===== src/rtl/pop_timing_pkg.sv =====
// Shared timing definitions for the pulse-train timer: the FSM state
// encoding and the default field width.
package pop_timing_pkg;

    localparam int unsigned PT_WIDTH_DEFAULT = 16;

    typedef enum logic [1:0] {
        PT_IDLE  = 2'd0,
        PT_DELAY = 2'd1,
        PT_HIGH  = 2'd2,
        PT_LOW   = 2'd3
    } pt_state_t;

endpackage


===== src/rtl/dn_counter.sv =====
// Loadable down-counter with a zero flag; times every phase of the train.
module dn_counter #(
    parameter int unsigned WIDTH = 16
) (
    input  logic             clk,
    input  logic             reset,
    input  logic             load,
    input  logic             enable,
    input  logic [WIDTH-1:0] load_value,
    output logic [WIDTH-1:0] count,
    output logic             zero
);

    localparam logic [WIDTH-1:0] ONE = WIDTH'(1);

    // Load wins over decrement; the count never wraps below zero.
    always_ff @(posedge clk) begin
        if (!reset) begin
            count <= '0;
        end else if (load) begin
            count <= load_value;
        end else if (enable && (count != '0)) begin
            count <= count - ONE;
        end
    end

    assign zero = (count == '0);

endmodule


===== src/rtl/pulse_timer.sv =====
// Programmable pulse-train generator: optional start delay, then n_pulses
// pulses of t_high cycles separated by t_low cycles. Fields are latched on
// start acceptance. Optional feature macro: PULSE_TIMER_ABORT_EN adds the
// abort input, which stops a running train early.
module pulse_timer
    import pop_timing_pkg::*;
#(
    parameter int unsigned WIDTH = PT_WIDTH_DEFAULT
) (
    input  logic             clk,
    input  logic             reset,
    input  logic             start,
`ifdef PULSE_TIMER_ABORT_EN
    input  logic             abort,
`endif
    input  logic [WIDTH-1:0] delay,
    input  logic [WIDTH-1:0] t_high,
    input  logic [WIDTH-1:0] t_low,
    input  logic [WIDTH-1:0] n_pulses,
    output logic             pulse_out,
    output logic             busy,
    output logic             done,
    output logic [WIDTH-1:0] pulse_idx
);

    localparam logic [WIDTH-1:0] ONE = WIDTH'(1);

    pt_state_t        state;
    logic [WIDTH-1:0] delay_sh;
    logic [WIDTH-1:0] t_high_sh;
    logic [WIDTH-1:0] t_low_sh;
    logic [WIDTH-1:0] n_sh;

    logic             cnt_load;
    logic             cnt_en;
    logic [WIDTH-1:0] cnt_value;
    logic [WIDTH-1:0] cnt;
    logic             cnt_zero;

    logic [WIDTH-1:0] idx_next;
    logic             last_pulse;

    // Counter preload for a phase of length max(len,1): the phase ends when
    // the count reaches zero, so a zero length still gives one cycle.
    function automatic logic [WIDTH-1:0] last_of(input logic [WIDTH-1:0] len);
        return (len == '0) ? '0 : len - ONE;
    endfunction

    assign idx_next   = pulse_idx + ONE;
    assign last_pulse = (idx_next == n_sh);

    dn_counter #(.WIDTH(WIDTH)) u_phase_cnt (
        .clk        (clk),
        .reset      (reset),
        .load       (cnt_load),
        .enable     (cnt_en),
        .load_value (cnt_value),
        .count      (cnt),
        .zero       (cnt_zero)
    );

    // Phase counter control: preload on entry to each phase, count down otherwise.
    always_comb begin
        cnt_load  = 1'b0;
        cnt_en    = 1'b0;
        cnt_value = '0;
        unique case (state)
            PT_IDLE: begin
                // Shadow registers are not yet loaded here, so use the inputs.
                if (start && (n_pulses != '0)) begin
                    cnt_load  = 1'b1;
                    cnt_value = (delay != '0) ? delay - ONE : last_of(t_high);
                end
            end
            PT_DELAY, PT_LOW: begin
                if (cnt_zero) begin
                    cnt_load  = 1'b1;
                    cnt_value = last_of(t_high_sh);
                end else begin
                    cnt_en = 1'b1;
                end
            end
            PT_HIGH: begin
                if (cnt_zero) begin
                    cnt_load  = !last_pulse;
                    cnt_value = last_of(t_low_sh);
                end else begin
                    cnt_en = 1'b1;
                end
            end
            default: ;
        endcase
    end

    // Train sequencing with registered outputs.
    always_ff @(posedge clk) begin
        if (!reset) begin
            state     <= PT_IDLE;
            pulse_out <= 1'b0;
            busy      <= 1'b0;
            done      <= 1'b0;
            pulse_idx <= '0;
            delay_sh  <= '0;
            t_high_sh <= '0;
            t_low_sh  <= '0;
            n_sh      <= '0;
        end
`ifdef PULSE_TIMER_ABORT_EN
        else if (abort && (state != PT_IDLE)) begin
            state     <= PT_IDLE;
            pulse_out <= 1'b0;
            busy      <= 1'b0;
            done      <= 1'b1;
        end
`endif
        else begin
            done <= 1'b0;
            unique case (state)
                PT_IDLE: begin
                    if (start) begin
                        delay_sh  <= delay;
                        t_high_sh <= t_high;
                        t_low_sh  <= t_low;
                        n_sh      <= n_pulses;
                        pulse_idx <= '0;
                        if (n_pulses == '0) begin
                            done <= 1'b1;
                        end else if (delay != '0) begin
                            state <= PT_DELAY;
                            busy  <= 1'b1;
                        end else begin
                            state     <= PT_HIGH;
                            busy      <= 1'b1;
                            pulse_out <= 1'b1;
                        end
                    end
                end
                PT_DELAY, PT_LOW: begin
                    if (cnt_zero) begin
                        state     <= PT_HIGH;
                        pulse_out <= 1'b1;
                    end
                end
                PT_HIGH: begin
                    if (cnt_zero) begin
                        pulse_idx <= idx_next;
                        pulse_out <= 1'b0;
                        if (last_pulse) begin
                            state <= PT_IDLE;
                            busy  <= 1'b0;
                            done  <= 1'b1;
                        end else begin
                            state <= PT_LOW;
                        end
                    end
                end
                default: begin
                    state     <= PT_IDLE;
                    pulse_out <= 1'b0;
                    busy      <= 1'b0;
                end
            endcase
        end
    end

endmodule


===== config.mk =====
export PLATFORM = sky130hd
export DESIGN_NAME = pulse_timer
export DESIGN_NICKNAME = d
export VERILOG_FILES = /design/src/rtl/pop_timing_pkg.sv /design/src/rtl/dn_counter.sv /design/src/rtl/pulse_timer.sv
export SDC_FILE = /design/constraint.sdc
export NUM_CORES = 1
export LEC_CHECK = 0
export ABC_AREA = 1
export CAP_MARGIN = 25
export CORE_ASPECT_RATIO = 2
export CORE_MARGIN = 4
export CORE_UTILIZATION = 30
export DETAILED_ROUTE_END_ITERATION = 8
export RECOVER_POWER = 25
export SKIP_CTS_REPAIR_TIMING = 1
export SLEW_MARGIN = 20
export SYNTH_ARGS = -nofsm -noshare
export SYNTH_HDL_FRONTEND = slang
export SYNTH_SLANG_ARGS = --single-unit
export TNS_END_PERCENT = 100

===== constraint.sdc =====
create_clock -name clk -period 4.4 [get_ports clk]
set_input_delay 0.88 -clock clk [delete_from_list [all_inputs] [get_ports clk]]
set_output_delay 0.88 -clock clk [all_outputs]
set_load 0.05 [all_outputs]

Word level (Yosys, flattened, before mapping):

Index checks and enable logic that the tools add are counted.

* output and inout bits: 19
* word-level logic and storage cells: 88
* input port bits: 67
* flip-flop bits (word level): 85

* reduce and logical (&&, ||, !) cells: 21
* multiplexer cells: 42
* eq/ne operators: 10
* add/subtract/negate cells: 6

Operator list (number)
* $mux 16: 11
* $logic_not 16->1: 5
* $sub 16x1->16 const B: 5
* $pmux 16 s3: 1
* $reduce_bool 16->1: 3
* $pmux 16 s2: 1
* $mux 1: 18
* $add 16x1->16 const B: 1
* $eq 16x16->1: 1
* $mux 2: 6
* $ne 2x2->1 const B: 6
* $reduce_and 5->1: 2
* $pmux 1 s3: 2
* $pmux 2 s3: 1
* $eq 2x2->1 const B: 2
* $pmux 1 s2: 2
* $reduce_and 4->1: 1
* $reduce_bool 2->1: 2
* $reduce_and 3->1: 1
* $reduce_or 3->1: 1
* $eq 2x1->1 const B: 1
* $logic_and 1x1->1: 2
* $logic_not 2->1: 1
* $reduce_and 2->1: 1
* other kinds (2): 2

Logic depth before layout (Yosys ltp):

Gate-level depths: netlist (run 1).

* depth after elaboration: 6
* depth in mapped cells: 17
* gate-level depth less buffers: 16

Modules after synthesis:

A second synthesis (run 1) with hierarchy kept.

* cell total of the unflattened synthesis: 1011
* area, all modules: 6170.9 µm²

By module, submodules not included
* pulse_timer: area an instance 4964.8 µm², sequential area each 1381.3 µm², instances 1, cells an instance 791
* dn_counter: area an instance 1206.2 µm², sequential area each 320.3 µm², instances 1, cells an instance 220

Worst setup path after synthesis (run 1):

OpenSTA, ideal clock, no wires.

* path kind: input port to flip-flop
* start point: input delay[0]
* end point: register u_phase_cnt.count[8]
* setup slack: 1.845 ns
* data required time: 4.280 ns
* data arrival time: 2.434 ns
* cell stages on the path: 12
* cells stage by stage: inv_1 ha_1 nand3_1 inv_1 nand4_1 nor2_1 clkbuf_1 a21oi_1 o21ai_1 o221ai_1 nor2_1 nor3b_2

* word-level cells in the longest chain between the ends: 5

RTL lines
* from (decl): RTL line pulse_timer.sv:16 `input logic [WIDTH-1:0] delay,`
* $sub 16x1->16 or $reduce_bool 16->1 (tied branches): RTL line pulse_timer.sv:72 `cnt_value = (delay != '0) ? delay - ONE : last_of(t_high);`
* $mux 16 (*): RTL line pulse_timer.sv:72
* $mux 16 (*): RTL line pulse_timer.sv:70 `if (start && (n_pulses != '0)) begin`
* $pmux 16 s3 (*): RTL line pulse_timer.sv:67 `unique case (state)`
* $mux 16 (*): RTL line dn_counter.sv:20 `end else if (load) begin`
* to (signal assigned): RTL line dn_counter.sv:21 `count <= load_value;`
* to (signal assigned): RTL line dn_counter.sv:23 `count <= count - ONE;`
* to (decl): RTL line dn_counter.sv:10 `output logic [WIDTH-1:0] count,`

Mark *: on every way between the ends. The rest lies on a longest branch, timed or not.
A chain may end at the register's enable or synchronous reset.

Worst setup path in the final report (run 1):

* start point: input start
* end point: register pulse_idx[10]

* word-level cells in the longest chain between the ends: 2

RTL lines
* from (decl): RTL line pulse_timer.sv:12 `input logic start,`
* $ne 2x2->1 (no source line)
* $reduce_and 3->1 (no source line)
* to (signal assigned): RTL line pulse_timer.sv:146 `pulse_idx <= idx_next;`
* to (decl): RTL line pulse_timer.sv:23 `output logic [WIDTH-1:0] pulse_idx`

Every way passes these cells.

==> results.md, run 1 <==
- All-Layer GR Usage: between 15 and 20%
- Crit start category: primary input
- Hold path cells: 2
- Worst Tran Pin Value: around 1700 ps
- Final worst slack: 804 ps
- CP Max Fanout: 43
- Die area: around 0.023 mm²
- Max IR drop VDD: around 0.18 mV
- Die extent in y: 212 µm
- Routability cong.: ~0.94
- Power share of the clock group: between 20% and 30%
- Internal power: around 1.9 mW
- Sequential cell area: 0.00170 mm²
- Ys async rst share: 0%
- Synthesis-to-layout area growth: 22.9%
- Post-synthesis sequential area ratio: a little over a quarter
- Fin crit period: roughly 3600 ps
- Switching power total: roughly 1.4 mW
- Synthesized flop and latch total: 85
- Warnings, synthesis: 0
- DRC errors left: 0
- Commonest non-fill, non-tap cells in the layout: nand2_1, nor2_1, nand3_1
- Clk_skew: between 10 and 15 ps
- RR Startpoint: state[0]$_SDFFE_PN0P_
- Post-Synthesis Cell Area: between 0.006 and 0.007 mm²
- Failing checks: max-capacitance violations, max-slew violations
- Total Wirelength: roughly 22 mm
- Largest net degree at the start of global routing: 67
- I/O Buffers: 85
- Clk Latency, worst-skew pair: roughly 360 ps
- Syn Nets: roughly 1.1k
- Gate power share: a little over two fifths
- Synth Instances: 1020
- Commonest non-fill, non-tap cell in the layout: nand2_1
- Slew Viols, Final: 44
- Antenna cells: 0
- Hold path start: n_sh[14]$_SDFFE_PN0P_
- WL/cell: about 16 µm
- Slew margin rel.: -11.8%
- CTS root buffer: clkbuf_16
- Vias in the first global route: around 7.0k
- Multi-input combinational cell area: 0.00394 mm²
- Boundary pin count: 86
- Sequential power share: about a third
- Final ANT Viol Nets: 0
- Post-detailed-route via-to-cell ratio: roughly 5
- Core Area: roughly 0.020 mm²
- Max Buffers Root-to-Sink: 2
- Tcrit/Tclk final: about four fifths
- Unrepaired setup endpoints after global routing: no
- Clock Sinks: 85
- Status: complete, but fails checks
- Switch share: 42.2%
- H-Tree Depth: 3
- Initial Utilization: 30.5%
- Initial DRC Count: roughly 330
- Worst R2R Setup Slack: between 1000 and 1500 ps
- Crit path DAT: approximately 3800 ps
- Critical Path RT: 4640 ps
- Cell Rows: 74
- Reg-to-Reg End: pulse_idx[10]$_SDFFE_PN0P_
- Tightest Hold Check Type: reg2reg
- Final setup vio count: 0
- Hold Path Sink: n_sh[14]$_SDFFE_PN0P_
- Num CTS Buffers: 9
- Most used DFF post-synth: dfxtp_1
- TritonRoute pass-1 iters: 5
- Kind of critical path: in2reg
- Number of fillers in the final layout: roughly 2.2k
- Worst r2r path cells: 10
- Setup TNS Final: 0 ps
- Die W: 110 µm
- Global route overflow: 0
- Share of layout cells above drive strength 1: ~5.1%
- Max-Cap Viols: 1
- Global-route wire length before repair: ~34 mm
- Post-synth EDFFs: 0
- Nets: roughly 1.2k
- Vias: approximately 6.9k
- Clk slew on worst S/H paths: about 60 ps
- LEAKAGE: around 3.3 nW
- CTS tree: done
- Avg Inst Size Synth: about 6 µm²
- Dpl ws: between 800 and 900 ps
- Maximum clock rate: roughly 280 MHz
- Post-DP HPWL: 17.6 mm
- Critical Path Sink Type: flop
- Unique masters post-synth: 42
- Pwr/cell area: 430 mW/mm²
- Initial antenna violation count: 0
- CP Launch Point: start
- Final Hold Fails: 0
[stage by stage]
step / power (mW) / cell area, µm² / hold WS [ps] / util, % / std cells
2_1_floorplan: 2.02 / 6230 / 442 / - / 1020
3_3_place_gp: 2.43 / 7330 / 457 / 35.8 / 1348
3_5_place_dp: 2.43 / 7330 / 462 / 35.8 / 1348
4_1_cts: 3.31 / 7660 / 473 / 37.5 / 1364
5_1_grt: 3.52 / 7660 / 503 / 37.4 / 1364
6_report: 3.29 / 7660 / 470 / 37.4 / 1364
[metal layers]
metal,wire [µm],track usage [%],vias up
met3,620,2.17,85
li1,-,-,3491
met2,12100,37.2,163
met5,0,0,-
met1,7370,17.3,3145
met4,1780,15.2,0
[critical path: stages]
cell,delay [ps]
clkdlybuf4s50_1,480
inv_1,70
nor2_2,130
clkbuf_1,1220
a21oi_1,60
buf_4,300
inv_1,360
o21ai_0,160
o21ai_0,100
nor2_1,60
[Yosys cell counts, types with 3 or more instances]
master | number | area share, %
a211oi_1 | 8 | 0.96
o22ai_1 | 8 | 0.80
nor2_4 | 3 | 0.54
nand2_1 | 200 | 12
or2_2 | 6 | 0.60
inv_1 | 115 | 6.9
nand4_1 | 21 | 2.1
nor2_1 | 161 | 9.7
inv_2 | 4 | 0.24
nand3b_1 | 4 | 0.48
nor3_1 | 12 | 0.96
ha_1 | 9 | 1.8
a31oi_1 | 5 | 0.50
o21ai_0 | 71 | 5.7
xor2_1 | 42 | 5.9
o21ai_1 | 5 | 0.40
o211ai_1 | 4 | 0.48
dfxtp_1 | 85 | 27
and3_1 | 3 | 0.30
buf_6 | 3 | 0.54
nand2_4 | 3 | 0.54
xnor2_1 | 5 | 0.70
clkbuf_1 | 26 | 1.6
buf_2 | 3 | 0.24
a21oi_1 | 69 | 5.5
nand3_1 | 119 | 9.6
nor2_2 | 6 | 0.60
[worst max-delay path by stage]
| stage | end | slack [ps] |
|---|---|---|
| floorplan | u_phase_cnt.count[8]$_SDFFE_PN0P_ | 1850 |
| global placement | u_phase_cnt.count[13]$_SDFFE_PN0P_ | 830 |
| detailed placement | u_phase_cnt.count[13]$_SDFFE_PN0P_ | 870 |
| CTS | u_phase_cnt.count[13]$_SDFFE_PN0P_ | 1240 |
| global route | pulse_idx[10]$_SDFFE_PN0P_ | 510 |
| finish | pulse_idx[10]$_SDFFE_PN0P_ | 800 |
[cells by family (layout without fill, tap and decap cells)]
logic type	count (synthesis)	count (layout)	share of synthesized area, %
simple gates	550	550	39.4
flops	85	85	27.3
xor+xnor	47	47	6.60
buf+inv	152	230	9.57
fa+ha+maj	9	9	1.81
compound gates	177	177	15.4
[power by group through the flow]
stage                     sequential, mW  combinational [mW]  clock [mW]
after floorplan                     1.08               0.937           0
final                               1.05                1.37       0.872
after detailed placement            1.06                1.37           0
after global placement              1.06                1.37           0
after CTS                           1.05                1.38       0.890
after global routing                1.07                1.54       0.916
[cell type report]
type	instances	area share, %
clock buffer	9	2.94
clock inverter	7	1.37
sequential	85	22.2
inverter	120	5.88
tap	266	4.34
multi-input combinational	783	51.4
timing repair buffer	94	11.9
[registers in the layout, indices dropped and copies added, names as in the netlist]
name and flops:
u_phase_cnt.count 16, pulse_out 1, pulse_idx 16, t_high_sh 16, state 2, busy 1, n_sh 16, t_low_sh 16
done 1
(Power assumes the default switching activity.)
==> run 2: changes to the inputs <==
clock period = 3.2 ns   (was 4.4 ns; I/O delays follow)
==> results.md, run 2 (synthesis gave the netlist of run 1 again) <==
- Share of layout cells above drive strength 1: 5.44%
- Max IR drop VDD: around 0.26 mV
- Vias in the first global route: 6895
- Slew margin rel.: about 30%
- Final Hold Fails: 0
- I/O Buffers: 85
- Post-route insts no fill: 1369
- Sequential power share: 31.7%
- Clk_skew: roughly 12 ps
- Boundary pin count: between 80 and 90
- Die area: 0.0233 mm²
- WL/cell: roughly 16 µm
- Vias: between 6k and 7k
- Clock Sinks: 85
- Hold path start: n_sh[1]$_SDFFE_PN0P_
- Final worst slack: roughly 380 ps
- Internal power: ~2.6 mW
- Crit path max-delay family: simple AND/OR/NAND/NOR gates
- Initial antenna violation count: 0
- GRT Max-Usage Layer: met2
- Total power: 4.53 mW
- Gate power share: 41.8%
- Num CTS Buffers: 9
- Placed Cells: about 1.4k
- Commonest non-fill, non-tap cell in the layout: nand2_1
- Post-DP HPWL: roughly 17 mm
- Worst r2r path cells: 12
- Largest net degree at the start of global routing: 56
- All-Layer GR Usage: 19.1%
- Final setup vio count: 0
- Final ANT Viol Nets: 0
- RR Startpoint: u_phase_cnt.count[0]$_SDFFE_PN0P_
- Global route overflow: 0
- DRC errors left: 0
- Total Wirelength: between 20 and 25 mm
- Maximum clock rate: around 350 MHz
- Unrepaired setup endpoints after global routing: no
- Commonest non-fill, non-tap cells in the layout: nand2_1, nor2_1, nand3_1
- Nets: 1174
- Fin crit period: about 2800 ps
- Clk Latency, worst-skew pair: approximately 360 ps
- Crit-path max cell delay: just over 600 ps
- Initial DRC Count: slightly above 400
- Hold path cells: 2
- CP Launch Point: u_phase_cnt.count[0]$_SDFFE_PN0P_
- Number of fillers in the final layout: around 2.2k
- Placed cell area: about 0.0074 mm²
- Critical Path RT: 3450 ps
- Die extent in y: 212 µm
- Max-Cap Viols: 0
- Tightest Hold Check Type: reg2reg
- Worst Tran Pin Value: 1060 ps
- Crit start category: flop
- Global-route met1 utilization: roughly 18%
- Cell Rows: 74
- Met2 usage: a little over a third
- Pwr/cell area: 588 mW/mm²
- Max Buffers Root-to-Sink: 2
- CTS root buffer: clkbuf_16
- WHS: 469 ps
- CTS tree: done
- Switching power total: between 1.5 and 2 mW
- Slew Viols, Final: 0
- Setup TNS Final: 0 ps
- Tcrit/Tclk final: approximately 88%
- Initial Utilization: ~30%
- H-Tree Depth: 3
- Critical path depth: 12
- CP Max Fanout: 12
- Dpl ws: 88.8 ps
- Die W: around 110 µm
- Antenna cells: 0
- Final cell utilization of the core: 37.6%
- Worst R2R Setup Slack: roughly 380 ps
- Crit path DAT: around 3100 ps
- Global-route wire length before repair: ~34 mm
- Kind of critical path: reg2reg
- LEAKAGE: between 3 and 4 nW
- Switch share: about two fifths
- Status: complete, no violations
- Worst path slowest cell: nor2_1
- Routability cong.: roughly 0.92
- Core Area: 0.0205 mm²
- Post-detailed-route via-to-cell ratio: about 5
- CP Cell Sequence: inv_1 > ha_1 > nand3_1 > nor3_1 > nand3_1 > nor2_4 > nor2_1 > inv_1 > nor2_1 > xor2_1 > nand2_1 > and3_1
- Critical Path Sink Type: flop
- Synthesis-to-layout area growth: 23.5%
- Power share of the clock group: between 20% and 30%
- Met3 Usage GRT: 1.89%
- Final instance area: between 0.007 and 0.008 mm²
- TritonRoute pass-1 iters: 5
- Bufs and invs on worst path: 2
- Clk slew on worst S/H paths: about 70 ps
==> run 2: cell types whose count changed in the layout (fill, tap and decap cells not counted), sizes merged <==
cell,change
inv,-1
buf,+5
clkinv,+1
clkinvlp,-1
dlygate4sd3,+1
clkbuf,+1
clkdlybuf4s50,-1
==> run 2: final cells by class <==
class	instances	area [µm²]	area share (%)
tap	266	333	4.32
inverter	120	450	5.85
multi-input combinational	783	3930	51.1
clock inverter	6	93.8	1.22
sequential	85	1700	22.1
clock buffer	10	239	3.10
timing repair buffer	99	948	12.3
==> run 2: final timing paths <==
check,end
worst max-delay path,u_phase_cnt.count[4]$_SDFFE_PN0P_
worst max register to register,u_phase_cnt.count[4]$_SDFFE_PN0P_
worst min-delay path,n_sh[1]$_SDFFE_PN0P_
worst min register to register,n_sh[1]$_SDFFE_PN0P_
==> run 2: power by group through the flow <==
stage	combinational (mW)	clock, mW	sequential (mW)
after detailed placement	1.89	0	1.46
after CTS	1.90	1.22	1.43
final	1.89	1.20	1.43
after floorplan	1.29	0	1.49
after global placement	1.88	0	1.45
after global routing	2.14	1.25	1.46
==> run 2: worst reg2reg max path, cell delays in order, from the launching register on <==
cell and delay, ps:
dfxtp_1 330, inv_1 90, ha_1 240, nand3_1 170
nor3_1 60, nand3_1 160, nor2_4 100, nor2_1 610
inv_1 340, nor2_1 200, xor2_1 160, nand2_1 60
and3_1 180
==> run 2: metal layers <==
layer | part of all wire [%] | wire length, µm
met1 | 35 | 7660
met2 | 55 | 12000
met3 | 2.3 | 490
met4 | 7.3 | 1580
met5 | 0 | 0
==> run 3: changes to the inputs <==
GPL_ROUTABILITY_DRIVEN = 0   (was unset)
==> results.md, run 3 (synthesis gave the netlist of run 1 again) <==
- Total Wirelength: roughly 21 mm
- Number of fillers in the final layout: roughly 2.2k
- Post-detailed-route via-to-cell ratio: between 5 and 6
- Antenna cells: 0
- Worst Tran Pin Value: between 1000 and 1500 ps
- Post-DP HPWL: between 15 and 20 mm
- Final Hold Fails: 0
- Max Buffers Root-to-Sink: 2
- Clock Sinks: 85
- Die W: approximately 110 µm
- Setup TNS Final: 0 ps
- Boundary pin count: 86
- Clk_skew: ~12 ps
- WHS: 468 ps
- CP Max Fanout: 9
- Tcrit/Tclk final: between 80% and 90%
- Total power: approximately 4.4 mW
- Clk slew on worst S/H paths: ~60 ps
- Crit start category: flop
- Initial DRC Count: 364
- Kind of critical path: reg2reg
- H-Tree Depth: 3
- Sequential cell area: 0.00170 mm²
- Commonest non-fill, non-tap cells in the layout: nand2_1, nor2_1, nand3_1
- Share of layout cells above drive strength 1: about 5.4%
- Critical Path RT: 3480 ps
- Maximum clock rate: ~370 MHz
- Max-Cap Viols: 0
- Vias: 6878
- Global-route wire length before repair: roughly 33 mm
- Die area: 0.0233 mm²
- Synthesis-to-layout area growth: 22.7%
- CTS tree: done
- Slew margin rel.: 30.8%
- Final setup vio count: 0
- Final ANT Viol Nets: 0
- Global route overflow: 0
- TritonRoute pass-1 iters: 6
- Initial antenna violation count: 0
- Tightest Hold Check Type: reg2reg
- Status: complete, no violations
- Clk Latency, worst-skew pair: roughly 350 ps
- WL/cell: around 16 µm
- Vias in the first global route: 6743
- Max IR drop VDD: around 0.26 mV
- Multi-input combinational cell area: 0.00393 mm²
- Placed Cells: approximately 1.4k
- Nets: between 1k and 1.5k
- Cell Rows: 74
- CTS root buffer: clkbuf_16
- All-Layer GR Usage: a little under a fifth
- Final instance area: 0.00765 mm²
- Crit path DAT: between 2000 and 3000 ps
- Num CTS Buffers: 9
- Commonest non-fill, non-tap cell in the layout: nand2_1
- Die extent in y: 212 µm
- Critical Path Sink Type: flop
- Placed cell area: around 0.0074 mm²
- Initial Utilization: 30.5%
- DRC errors left: 0
- LEAKAGE: ~3.3 nW
- Pwr/cell area: around 570 mW/mm²
- I/O Buffers: 85
- Largest net degree at the start of global routing: between 50 and 60
- Core Area: slightly above 0.02 mm²
- Unrepaired setup endpoints after global routing: no
- Post-route insts no fill: between 1k and 1.5k
- Slew Viols, Final: 0
- Fin crit period: 2710 ps
[run 3: routing by layer]
layer / GRT usage [%] / wire (µm) / vias to the layer above
met5: 0 / 0 / -
met4: 11.6 / 1260 / 0
met3: 2.01 / 612 / 63
met2: 37.0 / 12200 / 162
met1: 17.4 / 7410 / 3152
li1: - / - / 3501
[run 3: final timing paths]
path / from / to / slack [ps] / depth (start not counted)
setup reg to reg: u_phase_cnt.count[0]$_SDFFE_PN0P_ / u_phase_cnt.count[1]$_SDFFE_PN0P_ / 490 / 13
hold / removal: n_sh[14]$_SDFFE_PN0P_ / n_sh[14]$_SDFFE_PN0P_ / 470 / 2
setup / recovery: u_phase_cnt.count[0]$_SDFFE_PN0P_ / u_phase_cnt.count[1]$_SDFFE_PN0P_ / 490 / 13
hold reg to reg: n_sh[14]$_SDFFE_PN0P_ / n_sh[14]$_SDFFE_PN0P_ / 470 / 2
[run 3: area by class of cell]
cell class	count	share of cell area, %
Clock buffer	10	3.12
Clock inverter	6	0.589
Inverter	120	5.89
Multi-Input combinational cell	783	51.4
Sequential cell	85	22.2
Tap cell	266	4.35
Timing Repair Buffer	99	12.4
[run 3: critical path, stage by stage, from the launching register on]
cell and delay, ps:
dfxtp_1 310, inv_1 100, ha_1 190, nand3_1 160, nor3_1 400, nand3_1 220, nor2_1 190, buf_4 160
nand2_1 190, o22ai_1 370, a21oi_1 80, nand3_1 90, nand2_1 60, nor2_1 120
[run 3: report_power, final]
group | internal, mW | switching (mW)
Sequential | 1.25 | 0.186
Combinational | 0.683 | 1.21
Clock | 0.552 | 0.479
Total | 2.49 | 1.88
[run 3: stage by stage]
| stage | utilization (%) | worst slack [ps] |
|---|---|---|
| floorplan | - | 661 |
| global placement | 36.0 | 193 |
| detailed placement | 36.0 | 171 |
| CTS | 37.4 | 481 |
| global route | 37.4 | 185 |
| finish | 37.4 | 488 |
